$ cat src/rtl/adc_pair_sequencer.sv
`default_nettype none
// ============================================================================
// Module   : adc_pair_sequencer
// Brief    : Runs paired AD7643 conversions, reads both words serially and
//            writes the ch0/ch1 pair into sample memory at consecutive addresses.
// Revision : 1.0 - initial release
// ============================================================================
module adc_pair_sequencer #(
    parameter int NBITS     = 18,
    parameter int ADDR_W    = 14,
    parameter int SCLK_HALF = 3,
    parameter int CNV_LOW   = 4,
    parameter int BUSY_TO   = 255
) (
    input  logic              clk,
    input  logic              rst,
    input  logic              start,
    input  logic              stop,
    input  logic              wrap_en,
    input  logic [15:0]       period,
    output logic              adcs,
    output logic              adcnvst,
    output logic              adsclk,
    input  logic              adbusy0,
    input  logic              adbusy1,
    input  logic              adsdout0,
    input  logic              adsdout1,
    output logic              mem_we,
    output logic [ADDR_W-1:0] mem_addr,
    output logic [15:0]       mem_data,
    output logic              running,
    output logic              full,
    output logic              toerr
);

    typedef enum logic [2:0] {
        S_IDLE  = 3'd0,
        S_CONV  = 3'd1,
        S_BUSYW = 3'd2,
        S_SHIFT = 3'd3,
        S_WR0   = 3'd4,
        S_WR1   = 3'd5,
        S_HOLD  = 3'd6
    } state_t;

    localparam logic [15:0]       CNV_LAST  = 16'(CNV_LOW - 1);
    localparam logic [15:0]       BUSY_LAST = 16'(BUSY_TO - 1);
    localparam logic [7:0]        HALF_LAST = 8'(SCLK_HALF - 1);
    localparam logic [7:0]        BIT_LAST  = 8'(NBITS - 1);
    localparam logic [ADDR_W-1:0] ADDR_LAST = '1;
    localparam logic [ADDR_W-1:0] ADDR_ONE  = ADDR_W'(1);
    localparam logic [ADDR_W-1:0] ADDR_TWO  = ADDR_W'(2);

    state_t            state;
    logic              busy0_meta;
    logic              busy0_sync;
    logic              busy1_meta;
    logic              busy1_sync;
    logic              busy_seen;
    logic [15:0]       tcnt;
    logic [7:0]        hcnt;
    logic [7:0]        bcnt;
    logic [15:0]       frame_cnt;
    logic              stop_lat;
    logic [ADDR_W-1:0] base_addr;
    logic [NBITS-1:0]  sr0;
    logic [NBITS-1:0]  sr1;

    logic [NBITS-1:0]  sh0_next;
    logic [NBITS-1:0]  sh1_next;
    logic [15:0]       period_last;
    logic              frame_done;
    logic              busy_any;
    logic              stop_req;

    // A frame longer than PERIOD simply expires on arrival in HOLD,
    // which yields back-to-back frames.
    always_comb begin
        sh0_next    = {sr0[NBITS-2:0], adsdout0};
        sh1_next    = {sr1[NBITS-2:0], adsdout1};
        period_last = (period == 16'd0) ? 16'd0 : (period - 16'd1);
        frame_done  = (frame_cnt >= period_last);
        busy_any    = busy0_sync | busy1_sync;
        stop_req    = stop_lat | stop;
    end

    always_ff @(posedge clk) begin
        if (rst) begin
            state      <= S_IDLE;
            busy0_meta <= 1'b0;
            busy0_sync <= 1'b0;
            busy1_meta <= 1'b0;
            busy1_sync <= 1'b0;
            busy_seen  <= 1'b0;
            tcnt       <= 16'd0;
            hcnt       <= 8'd0;
            bcnt       <= 8'd0;
            frame_cnt  <= 16'd0;
            stop_lat   <= 1'b0;
            base_addr  <= '0;
            sr0        <= '0;
            sr1        <= '0;
            adcs       <= 1'b1;
            adcnvst    <= 1'b1;
            adsclk     <= 1'b0;
            mem_we     <= 1'b0;
            mem_addr   <= '0;
            mem_data   <= 16'd0;
            running    <= 1'b0;
            full       <= 1'b0;
            toerr      <= 1'b0;
        end else begin
            busy0_meta <= adbusy0;
            busy0_sync <= busy0_meta;
            busy1_meta <= adbusy1;
            busy1_sync <= busy1_meta;
            mem_we     <= 1'b0;

            if (frame_cnt != 16'hFFFF) begin
                frame_cnt <= frame_cnt + 16'd1;
            end
            if (running && stop) begin
                stop_lat <= 1'b1;
            end

            case (state)
                S_IDLE: begin
                    stop_lat <= 1'b0;
                    if (start && !stop) begin
                        base_addr <= '0;
                        mem_addr  <= '0;
                        full      <= 1'b0;
                        toerr     <= 1'b0;
                        running   <= 1'b1;
                        state     <= S_CONV;
                        frame_cnt <= 16'd0;
                        tcnt      <= 16'd0;
                        busy_seen <= 1'b0;
                        adcs      <= 1'b0;
                        adcnvst   <= 1'b0;
                    end
                end

                S_CONV: begin
                    if (busy_any) begin
                        busy_seen <= 1'b1;
                    end
                    if (tcnt == CNV_LAST) begin
                        adcnvst <= 1'b1;
                        tcnt    <= 16'd0;
                        state   <= S_BUSYW;
                    end else begin
                        tcnt <= tcnt + 16'd1;
                    end
                end

                S_BUSYW: begin
                    if (busy_any) begin
                        busy_seen <= 1'b1;
                    end
                    if (busy_seen && !busy_any) begin
                        hcnt   <= 8'd0;
                        bcnt   <= 8'd0;
                        adsclk <= 1'b0;
                        state  <= S_SHIFT;
                    end else if (tcnt == BUSY_LAST) begin
                        toerr <= 1'b1;
                        adcs  <= 1'b1;
                        state <= S_HOLD;
                    end else begin
                        tcnt <= tcnt + 16'd1;
                    end
                end

                S_SHIFT: begin
                    if (hcnt == HALF_LAST) begin
                        hcnt <= 8'd0;
                        if (!adsclk) begin
                            adsclk <= 1'b1;
                        end else begin
                            // Falling SCLK edge: data bit is valid, capture it.
                            adsclk <= 1'b0;
                            sr0    <= sh0_next;
                            sr1    <= sh1_next;
                            if (bcnt == BIT_LAST) begin
                                mem_we   <= 1'b1;
                                mem_addr <= base_addr;
                                mem_data <= sh0_next[NBITS-1 -: 16];
                                state    <= S_WR0;
                            end else begin
                                bcnt <= bcnt + 8'd1;
                            end
                        end
                    end else begin
                        hcnt <= hcnt + 8'd1;
                    end
                end

                S_WR0: begin
                    mem_we   <= 1'b1;
                    mem_addr <= base_addr + ADDR_ONE;
                    mem_data <= sr1[NBITS-1 -: 16];
                    state    <= S_WR1;
                end

                S_WR1: begin
                    adcs <= 1'b1;
                    // mem_addr already holds the ch1 address just written.
                    if (mem_addr == ADDR_LAST) begin
                        if (wrap_en) begin
                            base_addr <= '0;
                            state     <= S_HOLD;
                        end else begin
                            full    <= 1'b1;
                            running <= 1'b0;
                            state   <= S_IDLE;
                        end
                    end else begin
                        base_addr <= base_addr + ADDR_TWO;
                        state     <= S_HOLD;
                    end
                end

                S_HOLD: begin
                    if (stop_req) begin
                        running <= 1'b0;
                        state   <= S_IDLE;
                    end else if (frame_done) begin
                        state     <= S_CONV;
                        frame_cnt <= 16'd0;
                        tcnt      <= 16'd0;
                        busy_seen <= 1'b0;
                        adcs      <= 1'b0;
                        adcnvst   <= 1'b0;
                    end
                end

                default: begin
                    state <= S_IDLE;
                end
            endcase
        end
    end

endmodule
`default_nettype wire

$ cat config.mk
export PLATFORM = sky130hd
export DESIGN_NAME = adc_pair_sequencer
export DESIGN_NICKNAME = d
export VERILOG_FILES = /design/src/rtl/adc_pair_sequencer.sv
export SDC_FILE = /design/constraint.sdc
export NUM_CORES = 1
export LEC_CHECK = 0
export BUFFER_PORTS_ARGS = -buffer_cell sky130_fd_sc_hd__buf_2
export CAP_MARGIN = 20
export CORE_MARGIN = 4
export CORE_UTILIZATION = 56
export CTS_CLUSTER_DIAMETER = 60
export DETAILED_ROUTE_END_ITERATION = 6
export GPL_TIMING_DRIVEN = 0
export PLACE_DENSITY = 0.76
export SLEW_MARGIN = 20
export SYNTH_ARGS = -nofsm -noshare
export SYNTH_HDL_FRONTEND = slang
export SYNTH_SLANG_ARGS = --single-unit
$ cat constraint.sdc
create_clock -name clk -period 12.3 [get_ports clk]
set_input_delay 2.46 -clock clk [delete_from_list [all_inputs] [get_ports clk]]
set_output_delay 2.46 -clock clk [all_outputs]
set_load 0.02 [all_outputs]
# After elaboration in Yosys (flattened, before gate mapping)
# Cells that the tools add are included.
# classes
n_bitwise	2
addsub	7
magnitude_cmp	1
n_reduce_logical	34
mux	71
n_eq_ne	31
# op_table
operator	count
16-bit 2-to-1 mux	14
14-bit 2-to-1 mux	6
16-bit one-hot mux with 2 select lines	2
16-bit one-hot mux with 4 select lines	1
14-bit one-hot mux with 3 select lines	1
8-bit 2-to-1 mux	5
3-bit 2-to-1 mux	11
16-bit by 1-bit adder with 16-bit output (second input constant)	2
8-bit one-hot mux with 2 select lines	2
2-bit != test (second input constant)	15
14-bit one-hot mux with 2 select lines	1
5-bit AND reduction	5
3-bit one-hot mux with 7 select lines	1
1-bit 2-to-1 mux	19
8-bit by 1-bit adder with 8-bit output (second input constant)	2
16-bit by 2-bit == test with 1-bit output (second input constant)	1
16-bit by 8-bit == test with 1-bit output (second input constant)	1
16-bit >= comparator	1
16-bit zero test	1
16-bit != test (second input constant)	1
16-bit by 1-bit subtractor with 16-bit output (second input constant)	1
14-bit by 1-bit adder with 14-bit output (second input constant)	1
14-bit by 2-bit adder with 14-bit output (second input constant)	1
14-bit == test (second input constant)	1
23 further kinds	50
# word_totals
word_cells	169
inputBits	25
register_bits	143

# Longest topological paths before layout
# Gate-level depths: netlist of the first run.
# depth
ltp_word	6
ltp_mapped	15

# Worst setup path before layout of the first run
# Ideal clock, no wire load.
# synth_path
kind	input to register
from	input port period[9]
to	register busy_seen
arrival_ps	5890
cell_stages	15
required_time_ps	12172
slack_ps	6283
setup_time_ps	128
cell_sequence	or4_1 > nor4_1 > nor2b_1 > nand3_1 > clkbuf_1 > nand2_1 > ha_1 > a21oi_1 > o21ai_1 > or4_4 > nor4_4 > buf_6 > buf_2 > o21ba_1 > nor2_1
# synth_via
elab_chain_cells	5
word_cells_on_any_way	6
# synth_rtl
element	line	rtl
start, declared	20	input logic [15:0] period,
16-bit by 1-bit subtractor with 16-bit output / 16-bit zero test (equally long branches)	81	period_last = (period == 16'd0) ? 16'd0 : (period - 16'd1);
16-bit 2-to-1 mux (*)	81	
16-bit >= comparator (*)	82	frame_done = (frame_cnt >= period_last);
2-bit != test (no source line) (*)	-	
5-bit AND reduction (no source line) (*)	-	
end signal, assigned	94	busy_seen <= 1'b0;
end signal, assigned	138	busy_seen <= 1'b0;
end signal, assigned	146	busy_seen <= 1'b1;
end, declared	59	logic busy_seen;
# Every way passes the cells marked *; elsewhere a longest branch is shown, timed or not.
# A chain may end at the register's enable or synchronous reset.

# Worst setup path after layout of the first run
# layout_path
from	input port period[8]
to	register tcnt[9]
# layout_via
elab_chain_cells	5
word_cells_on_any_way	6
# layout_rtl
element	line	rtl
16-bit by 1-bit subtractor with 16-bit output / 16-bit zero test (equally long branches)	81	
16-bit 2-to-1 mux (*)	81	
16-bit >= comparator (*)	82	
2-bit != test (no source line) (*)	-	
6-bit AND reduction (no source line) (*)	-	
end signal, assigned	153	tcnt <= tcnt + 16'd1;
end signal, assigned	171	tcnt <= tcnt + 16'd1;
end, declared	60	logic [15:0] tcnt;
# Marked as above.

==> results by group, run 1 <==
Synthesis
  – Library cells used by synthesis: 57
  – Mapped cell area: 0.00700 mm2
  – EDFF count, synth: 0
  – Synth Register Bits: 142
  – Most used DFF post-synth: dfxtp_1
  – Post-synthesis net count: 908
  – Synth async-reset ratio: 0
  – Seq/Total Area, Yosys: 0.406
  – Mean Syn Cell Area: 8.17 um2
  – Post-Syn Instances: 857
  – YS warnings: 0

Route
  – M1 WL: 7710 um
  – Aggregate routed wire length: 16500 um
  – Number of remaining DRC errors: 0
  – DRT iter0 DRCs: 466
  – Max layer used: met4
  – Via count: 6394
  – Routed length on met3: 959 um
  – Vias per cell: 5.72
  – DR pass1 iterations: 5
  – Met2 WL: 7520 um
  – Routed len/inst: 14.8 um
  – Routed Antenna Nets: 0

GRT
  – Overflow after GRT: 0
  – Overall Global Routing Usage: 0.239
  – First-pass GRT wire length: 28200 um
  – Vias in the first global route: 5903
  – Largest net degree at the start of global routing: 17
  – Initial antenna violation count: 0

Pwr
  – Lkg Pwr: 3.10 nW
  – Pwr Total: 1.37 mW
  – IR drop worst, VDD: 118 uV
  – Power per cell area: 168 mW/mm2

Timing
  – Slew headroom: 0.370
  – Final setup viols: 0
  – WHS: 441 ps
  – Crit path time final: 6350 ps
  – Max Clock Freq: 158 MHz
  – Final cycle utilization of the critical path: 0.516
  – Final-report hold violation count: 0
  – Post-route setup slack: 5950 ps
  – Actual slew at the worst max-slew pin: 936 ps
  – Final Max Tran Viols: 0
  – Skew final: 11.0 ps
  – Fin Setup TNS: 0 ps
  – Setup repair after global routing missed its margin: false

Worst setup path
  – R2R cell count: 9
  – Reg2reg setup slack: 9380 ps
  – CP Class: input port to flip-flop
  – Crit Path Max Fanout: 10
  – Worst EP required: 12650 ps
  – Critical path startpoint category: input port
  – Arrival @ worst endpoint: 6700 ps
  – Endpoint type of the worst setup path: flip-flop

Final layout
  – Non-filler instance count after layout: 1117
  – Area growth syn-to-layout: 15.8%
  – N_diodes: 0
  – Final instance area: 0.00811 mm2
  – Final core occ: 0.669
  – Share of post-route cells with drive strength above 1: 0.123
  – Final net count: 987

Run status
  – Status: complete, no violations

Clock network
  – # hold bufs at CTS: 0
  – CTS tree: done
  – Number of CTS-inserted buffers: 17
  – Clock-pin slew on the worst setup and hold paths: 70 ps
  – Postcts setup bufs: 0
  – Clk_lat worst skew: 430 ps
  – CTS resizes: 0
  – Longest Clk Path Bufs: 2
  – Htree depth: 4
  – Sink Count: 142
  – Clk root buf: clkbuf_16

Die
  – DIE AREA: 0.0144 mm2
  – Ports: 62
  – Row count: 40
  – Chip Height: 120 um
  – Chip width: 120 um
  – Initial Util: 0.578
  – CORE AREA: 0.0121 mm2

Run
  – Maxcap violations: 0

Placed design
  – Placed insts: 1085
  – GP Congestion: 0.877
  – Setup WS pre-CTS: 5500 ps
  – Port Buf Inserts: 60
  – Dpl hpwl: 11800 um
  – Placed cell areas: 0.00751 mm2

Min path
  – Hold path depth: 1
  – HP Class: flip-flop to flip-flop
==> worst max-delay path, cell delays in order <==
cell and delay, ps:
buf_2 120, or4_1 580, nor4_1 340, nor2b_1 300, nand3_1 240, clkbuf_1 270
nand2_1 110, ha_1 260, nand4_1 140, nor3_1 80, or4_4 530, nor4_4 500
o21ai_1 260, clkbuf_1 290, a21oi_1 200
==> synth_stat cells (all sizes together) (2+ instances only) <==
master,number,share of area
a211o,2,0.0025
o21ai,18,0.013
dfxtp,142,0.41
nor3b,6,0.0064
buf,18,0.013
a311oi,4,0.0050
or3,5,0.0052
nor4b,6,0.0084
inv,13,0.0070
o211a,2,0.0029
o31ai,13,0.014
and3b,2,0.0025
or4,16,0.018
nor2,81,0.044
o2111ai,3,0.0038
a2111oi,4,0.0052
clkbuf,28,0.015
nor4,8,0.0093
a21oi,85,0.061
and4,7,0.0088
nand4,17,0.016
nand3,36,0.026
or3b,5,0.0063
nand2b,4,0.0036
xor2,19,0.024
and3,15,0.013
nand3b,3,0.0032
nor3,22,0.017
mux2i,18,0.026
a211oi,24,0.026
a21o,4,0.0043
a31oi,6,0.0054
and2,4,0.0036
nor2b,6,0.0054
ha,26,0.046
xnor2,24,0.030
o211ai,4,0.0043
nand2,147,0.079
o21a,4,0.0043
==> power by group <==
group | internal [mW] | total [mW] | switching (mW)
logic | 0.108 | 0.341 | 0.232
clock network | 0.289 | 0.516 | 0.227
registers | 0.488 | 0.509 | 0.0210
==> logic make-up after synthesis <==
family / synth area share
AOI/OAI and AO/OA: 0.156
DFF: 0.406
buffers and inverters: 0.0350
muxes: 0.0257
adders and majority gates: 0.0465
and+or+nand+nor: 0.277
xor gates and xnor gates: 0.0538
==> final timing paths <==
| path | startpoint | end |
|---|---|---|
| hold reg to reg | busy1_meta | busy1_sync |
| setup reg to reg | frame_cnt[0] | tcnt[9] |
| setup / recovery | period[8] | tcnt[9] |
| hold / removal | busy1_meta | busy1_sync |
==> state kept, by name, summed over array words and instances (netlist names), 13 cells and up <==
register,cells
sr0,17
sr1,18
tcnt,16
frame_cnt,16
mem_addr,14
mem_data,16
base_addr,13
==> routing by layer <==
layer	up-vias	GRT usage
met4	0	0.0888
met3	30	0.0509
li1	3233	-
met2	167	0.377
met1	2964	0.323
met5	-	0
==> cells in the final DEF, fill, tap and decap left out, types with 4 or more instances in the layout <==
cell,synthesis,routed
o31ai_1,13,13
o21ai_1,11,11
xnor2_1,24,24
nor2_1,80,80
or3_1,4,4
or4_1,15,15
nor3b_1,6,6
nor2b_1,6,6
o211ai_1,4,4
inv_1,13,13
nor4b_1,5,5
and3_1,15,15
buf_2,13,73
ha_1,26,26
nor4_1,7,7
a31oi_1,6,6
a21o_1,4,4
nand4_1,16,16
nand3_1,36,36
inv_8,0,4
nor3_1,20,20
a311oi_1,4,4
o21a_1,4,4
and2_1,4,4
clkbuf_16,0,17
buf_1,4,4
nand2b_1,4,4
dfxtp_1,142,142
inv_6,0,5
mux2i_1,18,18
xor2_1,19,19
and4_1,7,7
o21ai_0,7,7
a211oi_1,24,24
a21oi_1,85,85
nand2_1,147,147
clkbuf_1,28,28
==> layout make-up <==
class	instances	area, um2
fillers	1063	4010
flip-flops and latches	142	2840
plain buffers	46	196
clock buffers	17	425
repair buffers	60	300
well taps	168	210
clock inverters	15	169
inverters	13	48.8
multi-input cells	656	3910
No activity file was read; power rests on OpenSTA's default activity.
==> run 2, diff against run 1 <==
- CORE_UTILIZATION: 56 -> 54
- clock period: 12.3 -> 5.41 ns (I/O delays scaled with it)
==> run 2 against run 1 <==
Global-route usage decreased by 1.0 points; non-clock buffer count is the same; wire length fell by 0.41%; largest power group unchanged; critical path depth is the same; critical endpoint is now tcnt[10]; utilization fell by 2.8 points; cell count up 0.18%; power up 130%; via count decreased by 1.9%; sequential power rose by 130%; clock-buffer cell count up 1; largest cell class unchanged.
==> results by group, run 2 (same netlist as run 1, synthesis figures left out) <==
Pwr
  – Lkg Pwr: 3.11 nW (+0.20%)
  – Sequential Power Share: 0.367 (-0.006)
  – Power per cell area: 388 mW/mm2 (+130%)
  – Switching fraction of total power: 0.326 (-0.0254)
  – Comb pwr share: 0.244 (-0.005)
  – Pwr Total: 3.16 mW (+130%)
  – Power Internal: 2.13 mW (+140%)
  – Clock share of power: 0.389 (+0.011)
  – Sw Pwr: 1.03 mW (+110%)
  – IR drop worst, VDD: 242 uV (+110%)

Timing
  – Setup repair after global routing missed its margin: false
  – Post-route setup slack: 506 ps (-5450 ps)
  – Slew headroom: 0.397 (+0.0271)
  – Fin Setup TNS: 0 ps (unchanged)
  – Max Clock Freq: 204 MHz
  – Skew final: 8.43 ps (-2.58 ps)
  – Final cycle utilization of the critical path: 0.907
  – Final-report hold violation count: 0 (unchanged)
  – Final setup viols: 0 (unchanged)
  – WHS: 437 ps (-4.10 ps)
  – Actual slew at the worst max-slew pin: 896 ps (-40.2 ps)
  – Final Max Tran Viols: 0 (unchanged)
  – Crit path time final: 4900 ps

Route
  – DR pass1 iterations: 5 (unchanged)
  – Routed len/inst: 14.7 um (-0.59%)
  – Number of remaining DRC errors: 0 (unchanged)
  – Vias per cell: 5.61 (-2.1%)
  – DRT iter0 DRCs: 493 (+5.8%)
  – Via count: 6273 (-1.9%)
  – Routed Antenna Nets: 0 (unchanged)
  – Aggregate routed wire length: 16400 um (-0.41%)

Die
  – Chip Height: 122 um (+1.7%)
  – DIE AREA: 0.0149 mm2 (+3.5%)
  – CORE AREA: 0.0127 mm2 (+4.6%)
  – Ports: 62 (unchanged)
  – Chip width: 122 um (+1.7%)
  – Initial Util: 0.553 (-0.0255)
  – Row count: 41 (+2.5%)

Clock network
  – Clock-pin slew on the worst setup and hold paths: 60 ps (about the same)
  – CTS tree: done
  – Sink Count: 142 (unchanged)
  – Postcts setup bufs: 0 (unchanged)
  – Clk_lat worst skew: 420 ps (about the same)
  – Htree depth: 4 (unchanged)
  – Clk root buf: clkbuf_16
  – Longest Clk Path Bufs: 2 (unchanged)
  – Number of CTS-inserted buffers: 17 (unchanged)

Min path
  – Hold path start: busy1_meta
  – Hold EP: busy1_sync
  – HP Class: flip-flop to flip-flop
  – Hold path depth: 1 (unchanged)

Worst setup path
  – Worst EP required: 5750 ps (-6900 ps)
  – Reg2reg setup slack: 2470 ps (-6910 ps)
  – CP Class: input port to flip-flop
  – Arrival @ worst endpoint: 5240 ps (-1460 ps)
  – FF-to-FF Start: frame_cnt[0]
  – Endpoint type of the worst setup path: flip-flop
  – Crit Path Max Fanout: 10 (unchanged)
  – Critical path startpoint category: input port
  – R2R cell count: 9 (unchanged)
  – R2r endpoint: tcnt[10]

Final layout
  – Non-filler instance count after layout: 1119 (+0.18%)
  – FF+latch area: 0.00284 mm2 (unchanged)
  – Commonest non-fill, non-tap cell in the layout: nand2_1
  – Top flop regs: sr1 x18, sr0 x17
  – N_diodes: 0 (unchanged)
  – Final instance area: 0.00813 mm2 (+0.31%)
  – Top reg by flops: sr1
  – Share of post-route cells with drive strength above 1: 0.120 (-0.00291)
  – Multi-input logic area: 0.00391 mm2 (unchanged)
  – Max FFs per register: 18 (unchanged)
  – Fillers: 1143 (+7.5%)
  – Commonest cells after routing, fill and taps aside: 147 x nand2_1, 142 x dfxtp_1, 85 x a21oi_1
  – Area growth syn-to-layout: 16.1%
  – Final core occ: 0.642 (-0.0276)
  – Final net count: 987 (unchanged)

Placed design
  – Placed insts: 1089 (+0.37%)
  – GP Congestion: 0.863 (-1.6%)
  – Placed cell areas: 0.00752 mm2 (about the same)
  – Dpl hpwl: 11700 um (-0.12%)
  – Setup WS pre-CTS: 31.5 ps (-5470 ps)
  – Port Buf Inserts: 60 (unchanged)

GRT
  – Overflow after GRT: 0 (unchanged)
  – Largest net degree at the start of global routing: 17 (unchanged)
  – Initial antenna violation count: 0 (unchanged)
  – Vias in the first global route: 5813 (-1.5%)
  – First-pass GRT wire length: 27600 um (-2.2%)
  – Overall Global Routing Usage: 0.229 (-0.0103)

Run status
  – Status: complete, no violations

Run
  – Maxcap violations: 0 (unchanged)
## run 2: area by class of cell
cell class / instances / area share
multi-input cells: 656 / 0.481
well taps: 172 / 0.0265
flip-flops and latches: 142 / 0.350
repair buffers: 60 / 0.0369
clock inverters: 12 / 0.0228
clock buffers: 18 / 0.0528
plain buffers: 46 / 0.0242
inverters: 13 / 0.00600
## run 2: power by group through the flow
stage               registers [mW]  logic (mW)  clock network (mW)
global placement              1.18       0.753                   0
detailed placement            1.18       0.763                   0
CTS                           1.16       0.770                1.24
global route                  1.17       0.863                1.29
floorplan                     1.21       0.509                   0
finish                        1.16       0.772                1.23
## run 2: worst max path at each step
stage	endpoint	depth (start not counted)	from
2_1_floorplan	busy_seen	15	period[9]
3_3_place_gp	tcnt[6]	15	period[9]
3_5_place_dp	tcnt[10]	15	period[9]
4_1_cts	tcnt[10]	15	period[9]
5_1_grt	tcnt[10]	15	period[9]
6_report	tcnt[10]	15	period[9]
## run 2: critical path: stages
cell,delay [ps]
buf_2,110
or4_1,600
nor4_1,270
nor2b_1,310
nand3_1,260
clkbuf_1,290
nand2_1,160
ha_1,250
a211o_1,300
a21oi_1,230
nor2_2,100
nor4_4,530
o21ai_1,270
clkbuf_1,300
a21oi_1,180
## run 2: routing by layer
metal  GRT usage  share of wire  vias to the layer above
met5           0              0                        -
met4      0.0560         0.0091                        0
met3      0.0506          0.043                       10
met2       0.371           0.46                      110
met1       0.312           0.48                     2940
li1            -              -                     3213
## run 2: what timing repair did
item	4_1_cts	5_1_grt
hold buffers	0	0
setup endpoints to repair	0	1
resized for setup	0	0
==> run 3, diff against run 2 <==
- ABC_AREA: default -> 1
- CORE_UTILIZATION: 54 -> 55
- PLACE_DENSITY: 0.76 -> 0.77
==> run 3 against run 2 <==
Synthesized cell count increased by 34%; area after synthesis increased by 11%; largest power group is now registers; register-to-register slack improved by 640 ps; clock power decreased by 9.8%.
==> results by group, run 3 <==
Route
  – Aggregate routed wire length: 19500 um (+19%)
  – Routed Antenna Nets: 0 (unchanged)
  – Number of remaining DRC errors: 0 (unchanged)
  – Via count: 7734 (+23%)
  – Vias per cell: 5.45 (-2.7%)
  – DRT iter0 DRCs: 717 (+45%)
  – Routed len/inst: 13.7 um (-6.4%)
  – DR pass1 iterations: 7 (+2)

GRT
  – Vias in the first global route: 7123 (+23%)
  – First-pass GRT wire length: 33400 um (+21%)
  – Initial antenna violation count: 0 (unchanged)
  – Overflow after GRT: 0 (unchanged)
  – Largest net degree at the start of global routing: 17 (unchanged)
  – Overall Global Routing Usage: 0.249 (+0.0207)

Clock network
  – Postcts setup bufs: 0 (unchanged)
  – CTS resizes: 0 (unchanged)
  – CTS tree: done
  – Htree depth: 4 (unchanged)
  – Number of CTS-inserted buffers: 17 (unchanged)
  – Longest Clk Path Bufs: 2 (unchanged)
  – Sink Count: 142 (unchanged)
  – Clk_lat worst skew: 430 ps (about the same)
  – # hold bufs at CTS: 0 (unchanged)
  – Clk root buf: clkbuf_16
  – Clock-pin slew on the worst setup and hold paths: 60 ps (about the same)

Worst setup path
  – Worst EP required: 5700 ps (-50 ps)
  – Reg2reg setup slack: 3110 ps (+640 ps)
  – R2r endpoint: adcnvst
  – Crit Path Max Fanout: 10 (unchanged)
  – Endpoint type of the worst setup path: flip-flop
  – R2R cell count: 12 (+3)
  – CP Class: input port to flip-flop
  – FF-to-FF Start: frame_cnt[7]
  – Critical path startpoint category: input port
  – Arrival @ worst endpoint: 4270 ps (-970 ps)

Pwr
  – Sequential Power Share: 0.361 (-0.006)
  – Clock share of power: 0.331 (-0.058)
  – Comb pwr share: 0.308 (+0.064)
  – IR drop worst, VDD: 213 uV (-12%)
  – Pwr Total: 3.36 mW (+6.4%)
  – Power Internal: 2.13 mW (about the same)
  – Switching fraction of total power: 0.367 (+0.0413)
  – Lkg Pwr: 3.53 nW (+13%)
  – Sw Pwr: 1.24 mW (+20%)
  – Power per cell area: 380 mW/mm2 (-2.3%)

Final layout
  – Top flop regs: sr1 x18, sr0 x17
  – Share of post-route cells with drive strength above 1: 0.107 (-0.0138)
  – Final instance area: 0.00886 mm2 (+8.9%)
  – Max FFs per register: 18 (unchanged)
  – N_diodes: 0 (unchanged)
  – Area growth syn-to-layout: 13.9%
  – Top reg by flops: sr1
  – Final net count: 1278 (+29%)
  – Commonest cells after routing, fill and taps aside: 247 x nand2_1, 142 x dfxtp_1, 128 x nor2_1
  – Final core occ: 0.638 (-0.00366)
  – Fillers: 1298 (+14%)
  – Commonest non-fill, non-tap cell in the layout: nand2_1

Synthesis
  – Synth area leaders: dfxtp_1 37%, nand2_1 12%, nand3_1 6.8%, a21oi_1 6.4%, nor2_1 6.2%
  – EDFF count, synth: 0 (unchanged)
  – Post-synthesis net count: 1199 (+32%)
  – Share of the synthesized area in the top cell type: 0.366 (-0.0405)
  – Library cells used by synthesis: 39 (-32%)
  – Post-Syn Instances: 1148 (+34%)
  – Synth async-reset ratio: 0 (unchanged)
  – Mean Syn Cell Area: 6.77 um2 (-17%)
  – Seq/Total Area, Yosys: 0.366 (-0.0405)
  – Most common cell in the synthesized netlist: nand2_1
  – Mapped cell area: 0.00778 mm2 (+11%)
  – Most used DFF post-synth: dfxtp_1
  – Post-synth top cells: 247 x nand2_1, 142 x dfxtp_1, 128 x nor2_1
  – Synth Register Bits: 142 (unchanged)
  – YS warnings: 0 (unchanged)
  – Leading area contributor after synthesis: dfxtp_1

Min path
  – Hold path depth: 2 (+1)
  – Hold path start: busy0_meta
  – Hold EP: busy0_sync
  – HP Class: flip-flop to flip-flop

Timing
  – Final setup viols: 0 (unchanged)
  – Actual slew at the worst max-slew pin: 724 ps (-173 ps)
  – Final cycle utilization of the critical path: 0.736 (-0.171)
  – Setup repair after global routing missed its margin: false
  – Max Clock Freq: 251 MHz (+23%)
  – Final Max Tran Viols: 0 (unchanged)
  – Fin Setup TNS: 0 ps (unchanged)
  – Crit path time final: 3980 ps (-925 ps)
  – Skew final: 8.97 ps (+0.548 ps)
  – Slew headroom: 0.518 (+0.121)
  – Final-report hold violation count: 0 (unchanged)

Placed design
  – Port Buf Inserts: 60 (unchanged)
  – Placed cell areas: 0.00830 mm2 (+10%)
  – GP Congestion: 0.909 (+5.3%)
  – Dpl hpwl: 14300 um (+22%)

Die
  – Chip Height: 127 um (+4.1%)
  – CORE AREA: 0.0139 mm2 (+9.5%)
  – Row count: 43 (+4.9%)
  – DIE AREA: 0.0161 mm2 (+8.5%)
  – Chip width: 127 um (+4.1%)
  – Initial Util: 0.560 (+0.00772)
  – Ports: 62 (unchanged)

Run status
  – Status: complete, no violations

Run
  – Maxcap violations: 0 (unchanged)
==> run 3: cell type report <==
| cell class | instances | area (um2) | share of cell area |
|---|---|---|---|
| plain buffers | 48 | 221 | 0.0250 |
| clock buffers | 19 | 433 | 0.0489 |
| clock inverters | 11 | 121 | 0.0137 |
| inverters | 118 | 443 | 0.0500 |
| multi-input cells | 840 | 4270 | 0.482 |
| flip-flops and latches | 142 | 2840 | 0.321 |
| well taps | 180 | 225 | 0.0254 |
| repair buffers | 60 | 300 | 0.0339 |
==> run 3: layer usage <==
layer  GRT usage  vias up  share of wire
li1            -     3990              -
met1       0.327     3494           0.46
met2       0.410      210           0.46
met3      0.0446       40          0.052
met4      0.0946        0          0.022
met5           0        -              0
==> run 3: cells by family (layout without fill, tap and decap cells) <==
family,Yosys count,after routing,synth area share
flip-flops,142,142,0.366
multiplexers,1,1,0.00129
AND/OR/NAND/NOR,575,575,0.328
buffers and inverters,166,256,0.0854
XOR/XNOR,25,25,0.0282
AO/OA/AOI/OAI,213,213,0.150
adder cells (fa/ha/maj),26,26,0.0418
==> run 3: per-stage QoR <==
step | setup WS (ps) | hold WS [ps] | std cells
3_3_place_gp | 1050 | 390 | 1388
5_1_grt | 960 | 439 | 1418
3_5_place_dp | 987 | 393 | 1388
4_1_cts | 1450 | 401 | 1418
2_1_floorplan | 1640 | 388 | 1148
6_report | 1430 | 401 | 1418
==> run 3: worst max path at each step <==
stage,endpoint,start,slack [ps]
3_3_place_gp,adcnvst,period[3],1050
2_1_floorplan,adcnvst,period[3],1640
5_1_grt,adcnvst,period[3],960
4_1_cts,adcnvst,period[3],1450
3_5_place_dp,adcnvst,period[3],990
6_report,adcnvst,period[3],1430
==> run 3: power groups by stage <==
stage | clock network (mW) | registers [mW] | logic, mW
global placement | 0 | 1.23 | 1.01
finish | 1.11 | 1.21 | 1.04
detailed placement | 0 | 1.23 | 1.03
CTS | 1.13 | 1.21 | 1.03
global route | 1.18 | 1.22 | 1.16
floorplan | 0 | 1.28 | 0.698
==> run 3: worst max-delay path: stages <==
cell and delay, ps:
buf_2 110, or2_2 300, nor2_1 100, nand2_1 100
nor3_1 330, nand3_1 160, inv_1 120, nand3_1 70
nand2_1 60, nand3_1 70, ha_1 310, nand2_1 80
nor4_1 270, nand2_1 130, nand3_1 190, clkbuf_1 400
nand2_1 160, a21oi_1 140, o21ai_0 90
